`config.mk`:
```
export PLATFORM = sky130hd
export DESIGN_NAME = trace_emitter
export DESIGN_NICKNAME = d
export VERILOG_FILES = /design/src/rtl/trace_emitter.sv
export SDC_FILE = /design/constraint.sdc
export NUM_CORES = 1
export LEC_CHECK = 0
export ABC_AREA = 1
export BUFFER_PORTS_ARGS = -buffer_cell sky130_fd_sc_hd__buf_2
export CAP_MARGIN = 20
export CORE_MARGIN = 1.5
export CORE_UTILIZATION = 55
export DETAILED_ROUTE_END_ITERATION = 7
export PLACE_DENSITY = 0.75
export SETUP_SLACK_MARGIN = 0.1
export SYNTH_ARGS = -nofsm -noshare
export SYNTH_HDL_FRONTEND = slang
export SYNTH_SLANG_ARGS = --single-unit
```
`constraint.sdc`:
```
create_clock -name clk -period 5.6 [get_ports clk]
set_input_delay 0 -clock clk [delete_from_list [all_inputs] [get_ports clk]]
set_output_delay 0 -clock clk [all_outputs]
set_load 0.02 [all_outputs]
```
`src/rtl/trace_emitter.sv`:
```
// rtl/trace_emitter.sv - CPU trace snapshot capture and 12-byte checksummed frame serialiser
module trace_emitter #(
  parameter logic [7:0] SYNC = 8'hA5
) (
  input  logic        clk,
  input  logic        reset,
  input  logic        cap,
  input  logic [7:0]  pc,
  input  logic [7:0]  ir,
  input  logic [7:0]  a,
  input  logic [7:0]  b,
  input  logic [7:0]  x,
  input  logic [7:0]  q,
  input  logic [13:0] ctrl,      // ctrl[13] is control bit 1 (most significant)
  input  logic [7:0]  dbus,
  output logic [7:0]  out_data,
  output logic        out_valid,
  input  logic        out_ready,
  output logic        busy,
  output logic [7:0]  overrun
);

  typedef enum logic {S_IDLE, S_SEND} state_t;

  state_t      r_state;
  state_t      w_state_nxt;
  logic [79:0] r_cur;            // frame bytes 1..10, byte 1 in the top octet
  logic [79:0] r_pend;
  logic        r_cur_full;
  logic        r_pend_full;
  logic [3:0]  r_idx;
  logic [7:0]  r_seq;
  logic [7:0]  r_overrun;

  logic [79:0] w_snap;
  logic [7:0]  w_cur_b [1:10];
  logic [7:0]  w_sum;
  logic [7:0]  w_chk;
  logic [7:0]  w_byte;
  logic        w_accept;
  logic        w_last;

  // The snapshot is stored already packed in frame order so the send path is a plain byte mux.
  assign w_snap   = {r_seq, pc, ir, a, b, x, q, 2'b00, ctrl[13:8], ctrl[7:0], dbus};
  assign w_accept = out_valid && out_ready;
  assign w_last   = w_accept && (r_idx == 4'd11);
  assign busy     = r_cur_full || r_pend_full;
  assign overrun  = r_overrun;

  // Split the in-flight snapshot into bytes and form the checksum over bytes 1..10.
  always_comb begin
    w_sum = 8'h00;
    for (int i = 1; i <= 10; i++) begin
      w_cur_b[i] = r_cur[(10 - i) * 8 +: 8];
      w_sum      = w_sum + w_cur_b[i];
    end
    w_chk = 8'h00 - w_sum;
  end

  // Select the frame byte addressed by the send index.
  always_comb begin
    w_byte = SYNC;
    if (r_idx == 4'd11) begin
      w_byte = w_chk;
    end else if (r_idx != 4'd0) begin
      w_byte = w_cur_b[r_idx];
    end
  end

  // Slot management, sequence numbering, overrun counting and byte index.
  always_ff @(posedge clk) begin
    if (!reset) begin
      r_cur       <= '0;
      r_pend      <= '0;
      r_cur_full  <= 1'b0;
      r_pend_full <= 1'b0;
      r_idx       <= 4'd0;
      r_seq       <= 8'h00;
      r_overrun   <= 8'h00;
    end else begin
      if (w_accept) begin
        r_idx <= w_last ? 4'd0 : r_idx + 4'd1;
      end
      if (w_last) begin
        // cur is freed this edge, so a capture is never dropped here.
        if (r_pend_full) begin
          r_cur <= r_pend;
          if (cap) begin
            r_pend <= w_snap;
          end else begin
            r_pend_full <= 1'b0;
          end
        end else if (cap) begin
          r_cur <= w_snap;
        end else begin
          r_cur_full <= 1'b0;
        end
        if (cap) begin
          r_seq <= r_seq + 8'd1;
        end
      end else if (!r_cur_full) begin
        if (cap) begin
          r_cur      <= w_snap;
          r_cur_full <= 1'b1;
          r_seq      <= r_seq + 8'd1;
        end
      end else if (cap) begin
        if (!r_pend_full) begin
          r_pend      <= w_snap;
          r_pend_full <= 1'b1;
          r_seq       <= r_seq + 8'd1;
        end else if (r_overrun != 8'hFF) begin
          r_overrun <= r_overrun + 8'd1;
        end
      end
    end
  end

  // Frame FSM state register.
  always_ff @(posedge clk) begin
    if (!reset) begin
      r_state <= S_IDLE;
    end else begin
      r_state <= w_state_nxt;
    end
  end

  // Next state and stream outputs; IDLE leaves on the edge that loads cur so SYNC appears right after capture.
  always_comb begin
    w_state_nxt = r_state;
    out_valid   = 1'b0;
    out_data    = 8'h00;
    case (r_state)
      S_IDLE: begin
        if (cap) begin
          w_state_nxt = S_SEND;
        end
      end
      S_SEND: begin
        out_valid = 1'b1;
        out_data  = w_byte;
        if (w_last && !r_pend_full && !cap) begin
          w_state_nxt = S_IDLE;
        end
      end
      default: w_state_nxt = S_IDLE;
    endcase
  end

endmodule

```
## Yosys cells after proc, flatten, opt, wreduce, memory -nomap -nowiden

Index checks and enable logic that the tools add are counted.

| storage, ports and cells | value |
|---|---|
| latch bits | 0 |
| word-level logic and storage cells | 83 |
| output and inout port bits | 18 |
| memories kept | 0 |
| flip-flop bits (word level) | 183 |
| bits in read-only memories | 0 |
| bits of input ports | 74 |
| memory bits (writable) | 0 |

| cells by class | value |
|---|---|
| shift operators | 0 |
| mux-type cells | 34 |
| reductions and logical operators | 15 |
| $mul | 0 |
| magnitude comparators | 1 |
| add/subtract/negate cells | 13 |
| equal/unequal tests | 9 |
| bitwise operators | 3 |
| divide/modulo/power cells | 0 |

Operator list:

| cell | count |
|---|---|
| $mux W80 | 10 |
| $mux W8 | 10 |
| $add A8 B8 Y8 | 9 |
| $bmux W8 S4 | 1 |
| $add A8 B1 Y8 const B | 2 |
| $mux W1 | 11 |
| $ne A8 B8 Y1 const B | 1 |
| $sub A1 B8 Y8 const A | 1 |
| $ne A2 B2 Y1 const B | 3 |
| $ne A3 B2 Y1 const B | 2 |
| $reduce_and A2 Y1 | 3 |
| $ge A5 B5 Y1 const B | 1 |
| $not A4 Y5 | 1 |
| $reduce_and A5 Y1 | 1 |
| $add A4 B1 Y4 const B | 1 |
| $eq A4 B4 Y1 const B | 1 |
| $logic_and A1 B1 Y1 | 4 |
| $mux W4 | 1 |
| $ne A2 B1 Y1 const B | 2 |
| $reduce_and A4 Y1 | 1 |
| $reduce_bool A2 Y1 | 2 |
| $reduce_bool A4 Y1 | 1 |
| $logic_not A1 Y1 | 2 |
| $not A1 Y1 | 2 |
| 2 further kinds | 2 |

## Logic depth before layout (Yosys ltp)

| depth | value |
|---|---|
| depth after elaboration | 12 |
| depth in mapped cells | 21 |
| depth with buffers taken out | 21 |

## Worst setup path after synthesis

No wires, ideal clock.

| path | value |
|---|---|
| kind | reg-to-output |
| from | register r_cur[2] |
| to | output port out_data[6] |
| setup slack | 1.248 ns |
| buffers on the path | 0 |
| required time | 5.600 ns |
| data arrival time | 4.352 ns |
| stages on the path, launching flop included | 17 |
| path through | dfxtp_1 > fa_1 > inv_1 > fa_1 > fa_1 > fa_1 > inv_1 > fa_1 > inv_1 > ha_1 > fa_1 > nand2_1 > nand2_1 > a21oi_1 > xnor2_1 > o21ai_0 > a21oi_1 |

| between the ends | value |
|---|---|
| word-level cells in the longest chain between the ends | 4 |

RTL lines:

| element | RTL line | RTL |
|---|---|---|
| start, declared | 27 | `logic [79:0] r_cur;` |
| start signal, assigned | 87 | `r_cur <= r_pend;` |
| start signal, assigned | 94 | `r_cur <= w_snap;` |
| start signal, assigned | 103 | `r_cur <= w_snap;` |
| $add A8 B8 Y8 | 55 | `w_sum = w_sum + w_cur_b[i];` |
| $sub A1 B8 Y8 | 57 | `w_chk = 8'h00 - w_sum;` |
| $mux W8 | 63 | `if (r_idx == 4'd11) begin` |
| $mux W8 | 133 | `case (r_state)` |
| end, declared | 16 | `output logic [7:0] out_data,` |

Every way passes these cells.

## Worst setup path after layout

| path | value |
|---|---|
| from | register r_cur[26] |
| to | output port out_data[6] |

| between the ends | value |
|---|---|
| word-level cells in the longest chain between the ends | 7 |

RTL lines:

| element | RTL line |
|---|---|
| $add A8 B8 Y8 (4 in series) | 55 |
| $sub A1 B8 Y8 | 57 |
| $mux W8 | 63 |
| $mux W8 | 133 |

Every way passes these cells.

==> run summary <==
==========================================================================================
Result of the run ........................................................... complete, no violations
Number of slew-limit violations in the final report .........................            0
Number of buffers created by CTS ............................................           17
Crit Path Class .............................................................      reg2out
Horizontal die dimension ....................................................     137.1 µm
Highest cell delay on the worst timing path .................................      0.59 ns
Area taken by multi-input logic gates .......................................     5356 µm²
Per-cell routed wire length .................................................     17.09 µm
Total of warnings raised by yosys ...........................................            0
Core ar. ....................................................................    17420 µm²
Routed wire length ..........................................................     28.39 mm
Number of cells in the finished layout apart from fillers ...................         1661
Via density .................................................................        5.870
Maximum Capacitance Violations ..............................................            0
CTS resizes .................................................................            0
Number of nets in the layout ................................................         1569
Count of input and output buffers ...........................................           91
Total negative slack ........................................................         0 ns
Initial Util ................................................................       0.5679
Share of async-settable or async-resettable flops after synthesis ...........            0
Fill cell count .............................................................         1498
Kind of start point of the critical path ....................................         flop
Worst min path class ........................................................       in2reg
Post-CTS Hold Fix Bufs ......................................................           72
Total count of hold-check failures in the final report ......................            0
Peak supply drop ............................................................    0.3375 mV
Proportion of layout cells with a drive suffix above 1 ......................       0.1024
Worst relative slew slack ...................................................       0.3472
Largest fanout of any net on the critical path ..............................            3
Main flop type after synthesis ..............................................      dfxtp_1
Transition time at the pin with the least slew margin .......................    0.9792 ns
Area contributors post-synth ................................................ dfxtp_1, o21ai_0, fa_1, nor2_1, inv_1
Post-CTS setup buffer count .................................................            0
Leading cell types in the layout, fill and taps excluded .................... o21ai_0, nor2_1, dfxtp_1
CTS root buffer .............................................................    clkbuf_16
Worst-path cell with the longest stage delay ................................         fa_1
Cell area power density ..................................................... 383.8 nW/µm²
Clock edge transition at the registers on the reported setup and hold paths .      0.07 ns
Syn Std Cell Area ...........................................................     9891 µm²
Final worst path period share ...............................................       0.9047
IO Pins .....................................................................           92
Number of cells produced by synthesis .......................................         1326
Antenna violations before repair ............................................            0
Row cnt .....................................................................           48
Post-route minimum period ...................................................     5.066 ns
Top cell type by total area after synthesis .................................      dfxtp_1
Placed wire-length estimate after detailed placement ........................     17.43 mm
Die Span Y ..................................................................     137.1 µm
Average cell area after synthesis ...........................................    7.459 µm²
CP required .................................................................      5.60 ns
Router iterations before antenna repair .....................................            6
Synthesis-to-layout area growth .............................................       17.27%
Routability Congestion ......................................................       0.9931
Post-synthesis cell type count ..............................................           38
Number of setup violations in the final report ..............................            0
H-tree depth ................................................................            4
Clock insertion delay at the later pin of the skew report ...................      0.44 ns
Post-route antenna net violation count ......................................            0
Largest net degree at the start of global routing ...........................           93
First-pass GRT wire length ..................................................     45.50 mm
Finished layout cell area ...................................................    11600 µm²
Cell seen most often among critical-path stages .............................         fa_1
Cell-by-cell listing of the critical path ................................... inv_1, fa_1, fa_1, fa_1, fa_1, inv_1, fa_1, inv_1, ha_1, fa_1, nand2_1, nand2_1, a21oi_1, xnor2_1, o21ai_0, a21oi_1, buf_2
Clock tree buffer depth .....................................................            2
Fraction of synthesized cell area taken by the top area cell type ...........       0.3664
Number of antenna cells inserted ............................................            0
Net count of the mapped netlist .............................................         1472
Number of clock sinks seen by CTS ...........................................          181
Detailed router's first-iteration violation count ...........................          854
Combined global-route utilization of all metal layers .......................       0.3123
Via count ...................................................................         9750
Total area of sequential cells ..............................................     3625 µm²
Via count of the first global-routing pass ..................................         8899
Area of the die .............................................................    18800 µm²
Setup repair after global routing missed its margin .........................           no
Portion of the post-synthesis area used by sequential elements ..............       0.3664
Arrival time of data at the critical path endpoint ..........................      5.07 ns
Flops & latches, synth ......................................................          181
Placed Cells ................................................................         1557
CTS tree ....................................................................        built
Most common cell after layout, fill and taps aside ..........................      o21ai_0
Instance area at placement ..................................................    10330 µm²
Number of synthesized flops with an enable pin ..............................            0
Remaining routing DRC violations ............................................            0
Aggregate global routing overflow ...........................................            0
Setup crit end kind .........................................................   output pin
Upper clock frequency limit .................................................    197.4 MHz
LEAKAGE .....................................................................     4.713 nW
Worst clock skew on the final layout ........................................   0.01103 ns
==========================================================================================
[worst paths after layout]
check / start / to / slack (ns) / cells after the start
setup / recovery: r_cur[26]$_SDFFE_PN0P_ / out_data[6] / 0.53 / 17
hold / removal: reset / overrun[2]$_SDFFE_PN0P_ / 0.10 / 3
setup reg to reg: r_idx[0]$_SDFFE_PN0P_ / r_cur[49]$_SDFFE_PN0P_ / 2.26 / 10
hold reg to reg: r_cur[22]$_SDFFE_PN0P_ / r_cur[22]$_SDFFE_PN0P_ / 0.47 / 2
[worst max-delay path: cells and delay by family (launching register included)]
kind,cells,cell delay [ns]
AO/OA/AOI/OAI,3,0.46
buffers and inverters,4,0.38
XOR/XNOR,1,0.13
flip-flops,1,0.35
adder cells (fa/ha/maj),7,3.18
AND/OR/NAND/NOR,2,0.12
[report_power, final]
group	internal (mW)	switching (mW)	total [mW]	leakage (nW)
clock	0.603	0.527	1.13	0.265
combinational	0.753	1.09	1.84	2.96
sequential	1.39	0.0938	1.48	1.49
total	2.74	1.71	4.45	4.71
[metrics by stage]
stage          worst slack (ns)  total power, mW    util  hold slack, ns
6_report                 0.5339            4.451  0.6659          0.1050
5_1_grt                  0.3391            4.809  0.6659          0.1626
4_1_cts                  0.5188            4.433  0.6659         0.09919
3_5_place_dp              1.015            3.240  0.5931          0.2721
3_3_place_gp              1.029            3.226  0.5931          0.2642
2_1_floorplan             1.248            2.833       -          0.1259
[cell usage after synthesis, types with 4 or more instances]
cell type and count:
o21ai_0 249, dfxtp_1 181, nor3_1 11, buf_2 20, o2111ai_1 6, o31ai_1 4
nand3_1 95, nand4_1 4, ha_1 22, nor2_1 183, fa_1 50, o221ai_1 4
inv_1 138, o21ai_1 26, clkbuf_1 70, a31oi_1 80, o211ai_1 7, a22oi_1 5
a21oi_1 37, nand2_1 105
[logic make-up (layout without fill, tap and decap cells)]
family	after synthesis	count (layout)	synth area share
compound gates	422	422	0.2329
buf+inv	237	347	0.09336
fa+ha+maj	72	72	0.1290
flops	181	181	0.3664
xor+xnor	6	6	0.005314
simple gates	408	408	0.1731
[flip-flops by register name, indices dropped and copies added (netlist names)]
register	count
r_cur	80
r_state	1
r_idx	4
r_cur_full	1
r_pend	78
overrun	8
r_pend_full	1
r_seq	8
[cell type report]
class                           instances  share of cell area
Clock buffer                           21             0.04056
Clock inverter                         11            0.006688
Inverter                              142             0.04606
Multi-Input combinational cell        908              0.4618
Sequential cell                       181              0.3125
Tap cell                              225             0.02427
Timing Repair Buffer                  173              0.1081
[metal layers]
metal / part of all wire / wire [µm] / up-vias / GRT usage
met3: 0.076 / 2166 / 51 / 0.05296
met2: 0.47 / 13280 / 408 / 0.4939
li1: - / - / 4663 / -
met1: 0.43 / 12180 / 4628 / 0.4268
met4: 0.027 / 759 / 0 / 0.1228
met5: 0 / 0 / - / 0
No activity file was read; power rests on OpenSTA's default activity.
